**src/rtl/game_tick_scheduler_pkg.sv**
```systemverilog
// Shared snake-game timing definitions: FSM state encodings and default timebase constants
// used by game_tick_scheduler and the other game timing blocks.
package game_tick_scheduler_pkg;

  typedef enum logic [1:0] {
    ST_IDLE   = 2'b00,
    ST_RUN    = 2'b01,
    ST_PAUSED = 2'b10
  } state_e;

  localparam int unsigned DEF_CNT_W       = 20;
  localparam logic [19:0] DEF_BASE_PERIOD = 20'd999_999;
  localparam logic [19:0] DEF_STEP        = 20'd100_000;
  localparam logic [19:0] DEF_MIN_PERIOD  = 20'd199_999;

endpackage

```
**src/rtl/game_tick_scheduler_tick_prescaler.sv**
```systemverilog
// Free-running prescaler: counts while enabled, wraps to zero on a >= terminal compare
// so a shrinking terminal value can never strand the counter above it.
module tick_prescaler #(
  parameter int unsigned CNT_W = 20
) (
  input  logic             clk_i,
  input  logic             rst_i,
  input  logic             en_i,
  input  logic             clr_i,
  input  logic [CNT_W-1:0] term_i,
  output logic             terminal_o
);

  logic [CNT_W-1:0] count_q, count_d;

  assign terminal_o = en_i && (count_q >= term_i);

  always_comb begin
    count_d = count_q;
    if (clr_i)           count_d = '0;
    else if (terminal_o) count_d = '0;
    else if (en_i)       count_d = count_q + CNT_W'(1);
  end

  always_ff @(posedge clk_i) begin
    if (rst_i) count_q <= '0;
    else       count_q <= count_d;
  end

endmodule

```
**src/rtl/game_tick_scheduler.sv**
```systemverilog
// Snake movement timebase: run/pause/stop FSM, speed level and period registers, and the
// tick/ack/overrun handshake. Optional `TICK_BOOST_EN adds boost_i (halves the terminal count).
module game_tick_scheduler
  import game_tick_scheduler_pkg::*;
#(
  parameter int unsigned      CNT_W       = DEF_CNT_W,
  parameter int unsigned      LEVELS      = 8,
  parameter logic [CNT_W-1:0] BASE_PERIOD = CNT_W'(DEF_BASE_PERIOD),
  parameter logic [CNT_W-1:0] STEP        = CNT_W'(DEF_STEP),
  parameter logic [CNT_W-1:0] MIN_PERIOD  = CNT_W'(DEF_MIN_PERIOD)
) (
  input  logic                      clock_i,
  input  logic                      reset_i,
  input  logic                      start_i,
  input  logic                      pause_i,
  input  logic                      stop_i,
  input  logic                      level_up_i,
  input  logic                      tick_ack_i,
`ifdef TICK_BOOST_EN
  input  logic                      boost_i,
`endif
  output logic                      tick_o,
  output logic                      overrun_o,
  output logic [$clog2(LEVELS)-1:0] level_o,
  output logic [CNT_W-1:0]          period_o,
  output logic [1:0]                state_o
);

  localparam int unsigned   LW      = $clog2(LEVELS);
  localparam int unsigned   PW      = CNT_W + 3;
  localparam logic [LW-1:0] LVL_MAX = LW'(LEVELS - 1);

  state_e           state_q, state_d;
  logic [LW-1:0]    level_q, level_d;
  logic [CNT_W-1:0] period_q, period_d, term_val;
  logic             tick_q, tick_d, ovr_q, ovr_d;
  logic             cnt_en, cnt_clr, terminal;
  logic [PW-1:0]    red_w, diff_w;

`ifdef TICK_BOOST_EN
  assign term_val = boost_i ? (period_q >> 1) : period_q;
`else
  assign term_val = period_q;
`endif

  assign cnt_en = (state_q == ST_RUN);

  tick_prescaler #(.CNT_W(CNT_W)) u_presc (
    .clk_i      (clock_i),
    .rst_i      (reset_i),
    .en_i       (cnt_en),
    .clr_i      (cnt_clr),
    .term_i     (term_val),
    .terminal_o (terminal)
  );

  // Strict priority stop > pause > start; a held pause also blocks start in any state.
  always_comb begin
    state_d = state_q;
    cnt_clr = 1'b0;
    if (stop_i) begin
      state_d = ST_IDLE;
      cnt_clr = 1'b1;
    end else if (pause_i) begin
      if (state_q == ST_RUN) state_d = ST_PAUSED;
    end else if (start_i) begin
      if (state_q == ST_IDLE) cnt_clr = 1'b1;
      state_d = ST_RUN;
    end
  end

  // A terminal always (re)asserts tick; it only counts as an overrun if the old tick went unacked.
  always_comb begin
    tick_d = tick_q;
    ovr_d  = ovr_q;
    if (stop_i) begin
      tick_d = 1'b0;
      ovr_d  = 1'b0;
    end else if (terminal) begin
      tick_d = 1'b1;
      if (tick_q && !tick_ack_i) ovr_d = 1'b1;
    end else if (tick_q && tick_ack_i) begin
      tick_d = 1'b0;
    end
  end

  always_comb begin
    level_d = level_q;
    if (stop_i)                                level_d = '0;
    else if (level_up_i && level_q != LVL_MAX) level_d = level_q + LW'(1);
  end

  // Wide arithmetic so a large level*STEP clamps to the floor instead of wrapping.
  always_comb begin
    red_w    = PW'(level_q) * PW'(STEP);
    diff_w   = PW'(BASE_PERIOD) - red_w;
    period_d = CNT_W'(diff_w);
    if (red_w >= PW'(BASE_PERIOD) || diff_w < PW'(MIN_PERIOD)) period_d = MIN_PERIOD;
  end

  always_ff @(posedge clock_i) begin
    if (reset_i) begin
      state_q  <= ST_IDLE;
      level_q  <= '0;
      period_q <= BASE_PERIOD;
      tick_q   <= 1'b0;
      ovr_q    <= 1'b0;
    end else begin
      state_q  <= state_d;
      level_q  <= level_d;
      period_q <= period_d;
      tick_q   <= tick_d;
      ovr_q    <= ovr_d;
    end
  end

  assign tick_o    = tick_q;
  assign overrun_o = ovr_q;
  assign level_o   = level_q;
  assign period_o  = period_q;
  assign state_o   = state_q;

endmodule

```
**config.mk**
```make
export PLATFORM = sky130hd
export DESIGN_NAME = game_tick_scheduler
export DESIGN_NICKNAME = d
export VERILOG_FILES = /design/src/rtl/game_tick_scheduler_pkg.sv /design/src/rtl/game_tick_scheduler_tick_prescaler.sv /design/src/rtl/game_tick_scheduler.sv
export SDC_FILE = /design/constraint.sdc
export NUM_CORES = 1
export LEC_CHECK = 0
export BUFFER_PORTS_ARGS = -buffer_cell sky130_fd_sc_hd__buf_2
export CORE_MARGIN = 2
export CORE_UTILIZATION = 45
export CTS_BUF_LIST = sky130_fd_sc_hd__clkbuf_4 sky130_fd_sc_hd__clkbuf_8
export DETAILED_ROUTE_END_ITERATION = 12
export PLACE_DENSITY = 0.75
export SYNTH_ARGS = -nofsm -noshare
export SYNTH_HDL_FRONTEND = slang
export SYNTH_SLANG_ARGS = --single-unit
export TNS_END_PERCENT = 5
```
**constraint.sdc**
```tcl
create_clock -name clock_i -period 3.4 [get_ports clock_i]
set_clock_uncertainty 0.05 [all_clocks]
set_input_delay 0.51 -clock clock_i [delete_from_list [all_inputs] [get_ports clock_i]]
set_output_delay 0.51 -clock clock_i [all_outputs]
set_load 0.03 [all_outputs]
```
### Yosys cells after proc, flatten, opt, wreduce, memory -nomap -nowiden

Cells that the tools add are included.

| operators by class | value |
|---|---|
| shifts and indexed selects | 0 |
| reductions and logical operators | 14 |
| multiply operators | 1 |
| div/mod/pow operators | 0 |
| equality and inequality tests | 3 |
| add/sub/neg operators | 3 |
| mux-type cells | 10 |
| bitwise gates (word level) | 0 |
| order comparisons | 3 |

Operator list:

| kind | number |
|---|---|
| 23-bit by 18-bit less-than comparator with 1-bit output, second input constant | 1 |
| 20-bit by 20-bit subtractor with 21-bit output, first input constant | 1 |
| 20-bit by 1-bit adder with 20-bit output, second input constant | 1 |
| 20-bit greater-or-equal comparator | 1 |
| 20-bit greater-or-equal comparator, second input constant | 1 |
| 20-bit two-way mux | 1 |
| 3-bit by 12-bit multiplier with 15-bit output, second input constant | 1 |
| 1-bit two-way mux | 6 |
| 2-bit two-way mux | 3 |
| 1-bit logical AND | 4 |
| 2-bit AND reduction | 2 |
| 2-bit nonzero test | 2 |
| 2-bit OR reduction | 2 |
| 3-bit by 1-bit adder with 3-bit output, second input constant | 1 |
| 3-bit != test, second input constant | 1 |
| 3-bit OR reduction | 1 |
| 2-bit by 1-bit == test with 1-bit output, second input constant | 1 |
| 2-bit logical NOT | 1 |
| 2-bit by 1-bit != test with 1-bit output, second input constant | 1 |
| 1-bit logical NOT | 1 |
| 1-bit logical OR | 1 |

| storage, ports and cells | value |
|---|---|
| register bits | 47 |
| logic and storage cells | 41 |
| memory bits (writable) | 0 |
| ROM bits | 0 |
| latch bits | 0 |
| memories kept | 0 |
| output and inout port bits | 27 |

### Longest topological paths before layout

Gate-level depths: netlist of the first run.

| depth | value |
|---|---|
| depth after elaboration | 6 |
| mapped depth | 9 |
| mapped depth without buffers | 9 |

### Hierarchy

A second synthesis of the first run with hierarchy kept.

| unflattened totals | value |
|---|---|
| cells, all modules | 358 |
| area total of the unflattened synthesis | 3,244.4 µm² |

By module, submodules not included:

| module | cells each | seq. area each (µm²) | instances | area an instance (µm²) |
|---|---|---|---|---|
| tick_prescaler | 176 | 400.4 | 1 | 1,630.3 |
| game_tick_scheduler | 182 | 440.4 | 1 | 1,614.0 |

### Least setup slack after synthesis of the first run

Ideal clock, no wire load.

| path | value |
|---|---|
| path kind | register to register |
| from | register level_q[1], in the netlist level_o[1] |
| to | register period_q[13], in the netlist period_o[13] |
| arrival | 2.485 ns |
| required time | 3.235 ns |
| stages on the path, launching flop included | 9 |
| clock period less this slack | 2.650 ns |
| slack | 0.750 ns |
| cells stage by stage | dfxtp_1 -> inv_1 -> ha_1 -> ha_1 -> a41o_1 -> xor2_1 -> or3_4 -> o21a_1 -> o21a_1 |

| on the way | value |
|---|---|
| word-level cells in the longest chain between the ends | 5 |
| elaborated cells between the ends (all ways) | 6 |
| classes of those cells | add/sub: 1; mul: 1; order compare: 2; reduce/logical: 2 |

Ends and longest elaborated chain:

| what | RTL line | RTL |
|---|---|---|
| from (decl) | game_tick_scheduler.sv:34 | `logic [LW-1:0] level_q, level_d;` |
| from (signal assigned) | game_tick_scheduler.sv:110 | `level_q <= level_d;` |
| 3-bit by 12-bit multiplier with 15-bit output * | game_tick_scheduler.sv:95 | `red_w = PW'(level_q) * PW'(STEP);` |
| named net red_w[16] | game_tick_scheduler.sv:38 | `logic [PW-1:0] red_w, diff_w;` |
| 20-bit by 20-bit subtractor with 21-bit output | game_tick_scheduler.sv:96 | `diff_w = PW'(BASE_PERIOD) - red_w;` |
| 23-bit by 18-bit less-than comparator with 1-bit output | game_tick_scheduler.sv:98 | `if (red_w >= PW'(BASE_PERIOD) \|\| diff_w < PW'(MIN_PERIOD)) period_d = MIN_PERIOD;` |
| 1-bit logical OR * | game_tick_scheduler.sv:98 |  |
| 2-bit OR reduction (no source line) * | -- |  |
| to (signal assigned) | game_tick_scheduler.sv:111 | `period_q <= period_d;` |
| to (decl) | game_tick_scheduler.sv:35 | `logic [CNT_W-1:0] period_q, period_d, term_val;` |

Mark *: on every way through the listed nets, which the timed path passes. The rest lies on a longest branch.
A chain may end at the register's enable or synchronous reset.

### Worst setup path after layout of the first run

Same ends and word-level chain as after synthesis.

==> summary.md, run 1 <==
| Metric | Value |
|---|---|
| Filler instances | `490` |
| GR Overflow Total | `0` |
| Via Count | `1935` |
| # setup viols final | `0` |
| Final TNS setup | `0 ns` |
| Port bufs | `28` |
| CP cell instances | `inv_1 -> ha_1 -> ha_1 -> a41o_1 -> xor2_1 -> or3_4 -> o21a_1 -> o21a_1` |
| YS warnings | `0` |
| Setup CP Type | `reg2reg` |
| Library cells used by synthesis | `47` |
| CP max stage delay | `0.53 ns` |
| Die Ht | `78.7 um` |
| Post-Synth Simple-Gate Area | `0.220` |
| Post-synth EDFFs | `0` |
| Clock slew at reported path FFs | `0.08 ns` |
| Minimum hold slack | `0.434 ns` |
| Most common flop cell mapped by yosys | `dfxtp_1` |
| Total power draw | `1.10 mW` |
| Slew HR | `0.658` |
| Post-Syn Instances | `280` |
| Drt via density | `5.07` |
| Core ar. | `5440 um2` |
| Seq/Total Area, Yosys | `0.335` |
| VDD IR max | `0.000251 V` |
| Drt first pass iters | `4` |
| Total GRT Usage | `0.176` |
| DR DRC count | `0` |
| Mux cell area share after synthesis | `0.00797` |
| Most frequent cells in the layout | `dfxtp_1, ha_1, buf_2` |
| Crit. End Element | `flip-flop` |
| XOR/XNOR Fraction of Synth Area | `0.105` |
| Largest net degree at the start of global routing | `22` |
| Status | `completed` |
| Initial core utilization | `0.462` |
| Area delta synth->final | `13.4%` |
| Post-DRT Antenna Nets | `0` |
| Clk buf depth | `2` |
| CTS tree | `built` |
| Die width | `78.7 um` |
| Slowest CP cell | `dfxtp_1` |
| Post-route cell area | `2850 um2` |
| Root Driver | `clkbuf_8` |
| Initial antenna violation count | `0` |
| N_diodes | `0` |
| Drt initial violations | `134` |
| Setup bufs post-CTS | `0` |
| CTS H-tree lvls | `2` |
| DRT Wirelength | `5040 um` |
| Post_cts resized | `0` |
| Lkg Pwr | `1.31 nW` |
| Ports | `34` |
| CP max FO | `11` |
| GPL Wtd Cong | `0.847` |
| Synth Area per Inst | `8.97 um2` |
| Synthesized area | `2510 um2` |
| First-pass GRT wire length | `8710 um` |
| Nets | `348` |
| Main combinational cell family by area after synthesis | `simple AND/OR/NAND/NOR gates` |
| Worst slew pin tran | `0.509 ns` |
| Ys async rst share | `0` |
| Pwr Density | `385 nW/um2` |
| FP Rows | `27` |
| RSZ-0062 raised after global routing | `false` |
| Final-report hold violation count | `0` |
| Clock latency on the worst-skew pair | `0.30 ns` |
| Crit share post-route | `0.839` |
| Die ar. | `6200 um2` |
| Final min period | `2.85 ns` |
| Flip-flop and latch count after synthesis | `42` |
| Hpwl dp | `3920 um` |
| Clock sinks | `42` |
| Max cap viols | `0` |
| Hold Crit Class | `in2reg` |
| Post-synthesis compound-gate area fraction | `0.104` |
| WP data required | `3.54 ns` |
| Worst path arrival time | `2.99 ns` |
| Wire per inst | `13.2 um` |
| Adder-cell share of the synthesized area | `0.162` |
| Vias in the first global route | `1927` |
| Hold buffer count at cts | `0` |
| Layout cells sized above 1 | `0.171` |
| Clock buffer count from CTS | `5` |
| Slew Viols, Final | `0` |
| Max Clock Freq | `351 MHz` |
| Commonest non-fill, non-tap cell in the layout | `dfxtp_1` |
| Finished Core Util | `0.524` |
| Critical path startpoint category | `flip-flop` |
| Placed cell area | `2710 um2` |
layer usage:
metal,global-route usage,vias up,part of all wire
met5,0,-,0
met4,0.0596,0,0.015
met1,0.203,883,0.43
li1,-,1009,-
met3,0.0352,10,0.033
met2,0.324,33,0.52
kinds of logic (layout without fill, tap and decap cells):
group / Yosys count / in the layout
AOI/OAI and AO/OA: 38 / 38
xor gates and xnor gates: 30 / 30
adders and majority gates: 32 / 32
buffers and inverters: 36 / 62
DFF: 42 / 42
muxes: 2 / 2
other: 1 / 5
and+or+nand+nor: 99 / 99
flip-flops by register name, indices dropped and copies added, names as in the netlist:
signal and flops:
tick_o 1, state_o 2, overrun_o 1, period_o 15, u_presc.count_q 20, level_o 3
worst max-delay path: cells and delay by family (launching register included):
family	cells	cell delay [ns]
XOR/XNOR	1	0.16
adder cells (fa/ha/maj)	2	0.77
AO/OA/AOI/OAI	3	0.60
AND/OR/NAND/NOR	1	0.40
buffers and inverters	1	0.24
flip-flops	1	0.53
cell usage after synthesis (3+ instances only):
cell,n,area share
dfxtp_1,42,0.33
ha_1,31,0.15
inv_1,23,0.034
nor3_1,22,0.044
xor2_1,20,0.070
nand2_1,17,0.025
a21oi_1,14,0.028
nor2_1,14,0.021
nand3_1,10,0.020
xnor2_1,10,0.035
nand4_1,9,0.022
buf_4,7,0.021
clkbuf_1,4,0.0060
nor2b_1,4,0.010
o21ai_0,4,0.0080
and3_1,3,0.0075
and4_1,3,0.010
nand2b_1,3,0.0075
o21a_1,3,0.0090
layout make-up:
type / instances / area (um2) / area share
clock buffer: 6 / 82.6 / 0.0290
clock inverter: 2 / 60.1 / 0.0211
inverter: 23 / 86.3 / 0.0303
multi-input combinational: 206 / 1530 / 0.536
sequential: 42 / 841 / 0.295
tap: 72 / 90.1 / 0.0316
timing repair buffer: 31 / 163 / 0.0571
where the power goes:
part | internal [mW] | total (mW) | switching [mW]
sequential | 0.500 | 0.507 | 0.00647
combinational | 0.0352 | 0.102 | 0.0668
clock | 0.313 | 0.488 | 0.175
final timing paths:
path,depth (start not counted),slack (ns),start,end
worst min-delay path,3,0.43,pause_i,state_o[1]
worst min register to register,1,0.43,overrun_o,overrun_o
worst max register to register,8,0.55,level_o[1],period_o[13]
worst max-delay path,8,0.55,level_o[1],period_o[13]
stage by stage:
step / setup slack, ns / std cells
after floorplan: 0.750 / 284
after global placement: 0.642 / 374
after detailed placement: 0.566 / 374
after CTS: 0.545 / 382
after global routing: 0.371 / 382
final: 0.549 / 382
No activity file was read; power rests on OpenSTA's default activity.
==> run 2: changes to the inputs <==
==> constraint.sdc (replaced) <==
create_clock -name clock_i -period 2.8 [get_ports clock_i]
set_clock_uncertainty 0.05 [all_clocks]
set_input_delay 0.42 -clock clock_i [delete_from_list [all_inputs] [get_ports clock_i]]
set_output_delay 0.42 -clock clock_i [all_outputs]
set_load 0.03 [all_outputs]
==> run 2 against run 1 <==
Fmax up 15%. Sequential share of layout area down 0.15 points. Global-route usage is 0.62 points lower. Register-to-register slack worse by 0.23 ns. Routed wire length fell by 2.3%. Die area is the same. Final cell count grew 0.52%. Critical endpoint unchanged. Non-clock buffer count grew 2.
==> summary.md, run 2 (same netlist as run 1, synthesis figures left out) <==
| Metric | Value |
|---|---|
| Layout cells sized above 1 | `0.176 (+0.00531)` |
| CTS tree | `built` |
| Logic pwr share | `0.094 (about the same)` |
| FP Rows | `27 (unchanged)` |
| Hold Path End | `state_o[1]` |
| Sw Ratio | `0.223 (-0.00357)` |
| DR DRC count | `0 (unchanged)` |
| Max FFs per register | `20 (unchanged)` |
| Total GRT Usage | `0.170 (-0.00625)` |
| R2R Path End | `period_o[13]` |
| N_diodes | `0 (unchanged)` |
| Hold buffer count at cts | `0 (unchanged)` |
| RSZ-0062 raised after global routing | `false` |
| Post_cts resized | `0 (unchanged)` |
| VDD IR max | `0.000303 V (+21%)` |
| Min-delay src | `pause_i` |
| RR Startpoint | `level_o[0]` |
| First-pass GRT wire length | `8340 um (-4.3%)` |
| Drt via density | `5.03 (-0.78%)` |
| Lkg Pwr | `1.32 nW (+0.73%)` |
| Status | `completed` |
| Crit share post-route | `0.885 (+0.0467)` |
| Vias in the first global route | `1850 (-4.0%)` |
| Initial core utilization | `0.462 (unchanged)` |
| Area delta synth->final | `14.0%` |
| CP max FO | `5 (-6)` |
| Worst path arrival time | `2.62 ns (-0.37 ns)` |
| Hpwl dp | `3880 um (-1.1%)` |
| Hold Crit Depth | `3 (unchanged)` |
| Clock slew at reported path FFs | `0.08 ns (about the same)` |
| Initial antenna violation count | `0 (unchanged)` |
| Finished Core Util | `0.527 (+0.00276)` |
| DRT Wirelength | `4930 um (-2.3%)` |
| Critical path startpoint category | `flip-flop` |
| Core ar. | `5440 um2 (unchanged)` |
| Int Power | `1.03 mW (+22%)` |
| Cells on worst reg2reg path | `8 (unchanged)` |
| Setup bufs post-CTS | `0 (unchanged)` |
| Clock buffer count from CTS | `5 (unchanged)` |
| Die Ht | `78.7 um (unchanged)` |
| Worst R2R Setup Slack | `0.32 ns (-0.23 ns)` |
| Final-report hold violation count | `0 (unchanged)` |
| Most frequent cells in the layout | `dfxtp_1, ha_1, buf_2` |
| Root Driver | `clkbuf_8` |
| Slew Viols, Final | `0 (unchanged)` |
| GR Overflow Total | `0 (unchanged)` |
| Hold Crit Class | `in2reg` |
| Die width | `78.7 um (unchanged)` |
| Crit. End Element | `flip-flop` |
| CTS H-tree lvls | `2 (unchanged)` |
| Filler instances | `496 (+1.2%)` |
| Drt initial violations | `82 (-39%)` |
| GPL Wtd Cong | `0.855 (+0.97%)` |
| Wire per inst | `12.8 um (-2.8%)` |
| Largest Register | `u_presc.count_q` |
| Drt first pass iters | `5 (+1)` |
| Via Count | `1930 (-0.26%)` |
| Ports | `34 (unchanged)` |
| Sw Pwr | `295 uW (+19%)` |
| Clk pwr share | `0.442 (-0.003)` |
| Clk buf depth | `2 (unchanged)` |
| Pwr Density | `463 nW/um2 (+20%)` |
| Port bufs | `28 (unchanged)` |
| Max Clock Freq | `403 MHz (+15%)` |
| Clock sinks | `42 (unchanged)` |
| WP data required | `2.94 ns (-0.60 ns)` |
| Clock latency on the worst-skew pair | `0.29 ns (about the same)` |
| Max cap viols | `0 (unchanged)` |
| Post-DRT Antenna Nets | `0 (unchanged)` |
| Nets | `350 (+0.57%)` |
| Final min period | `2.48 ns (-0.372 ns)` |
| Setup CP Type | `reg2reg` |
| Largest net degree at the start of global routing | `22 (unchanged)` |
| # setup viols final | `0 (unchanged)` |
| Final TNS setup | `0 ns (unchanged)` |
| Die ar. | `6200 um2 (unchanged)` |
| Sequential Power Share | `0.464 (+0.002)` |
| Commonest non-fill, non-tap cell in the layout | `dfxtp_1` |
==> run 2: changes by cell type in the layout (fill, tap and decap cells not counted), sizes merged <==
cell / delta
buf: +2
==> run 2: power by group through the flow <==
stage	clock, mW	combinational (mW)	sequential (mW)
2_1_floorplan	0	0.0774	0.650
3_3_place_gp	0	0.122	0.629
3_5_place_dp	0	0.124	0.630
4_1_cts	0.602	0.126	0.615
5_1_grt	0.628	0.136	0.616
6_report	0.587	0.125	0.616
==> run 2: worst max-delay path by stage <==
stage | start | end | slack [ns] | depth (start not counted)
after global routing | level_o[2] | period_o[13] | 0.25 | 7
after floorplan | level_o[1] | period_o[13] | 0.15 | 8
after detailed placement | level_o[0] | period_o[13] | 0.36 | 8
after global placement | level_o[0] | period_o[13] | 0.42 | 8
final | level_o[0] | period_o[13] | 0.32 | 8
after CTS | level_o[0] | period_o[13] | 0.33 | 8
==> run 2: per-stage QoR <==
step / setup slack [ns] / instance area (um2) / power, mW / hold WS [ns] / cells
5_1_grt: 0.254 / 2870 / 1.38 / 0.374 / 384
3_5_place_dp: 0.356 / 2720 / 0.754 / 0.430 / 376
6_report: 0.321 / 2870 / 1.33 / 0.341 / 384
4_1_cts: 0.331 / 2870 / 1.34 / 0.333 / 384
3_3_place_gp: 0.423 / 2720 / 0.751 / 0.407 / 376
2_1_floorplan: 0.150 / 2530 / 0.727 / 0.463 / 284
==> run 2: cell type report <==
type / count / area (um2) / share of cell area
well taps: 72 / 90.1 / 0.0314
multi-input cells: 206 / 1530 / 0.533
repair buffers: 33 / 178 / 0.0620
flip-flops and latches: 42 / 841 / 0.293
clock buffers: 6 / 82.6 / 0.0288
clock inverters: 2 / 60.1 / 0.0210
inverters: 23 / 86.3 / 0.0301
==> run 2: layer usage <==
layer,global-route usage,share of wire
met1,0.193,0.45
met2,0.313,0.52
met3,0.0352,0.021
met4,0.0614,0.012
met5,0,0
==> run 2: worst max-delay path, stage by stage, from the launching register on <==
cell and delay, ns:
dfxtp_1 0.33, inv_1 0.06, ha_1 0.38, ha_1 0.38, a41o_1 0.25, xor2_1 0.17, or3_4 0.40, o21a_1 0.17
o21a_1 0.17
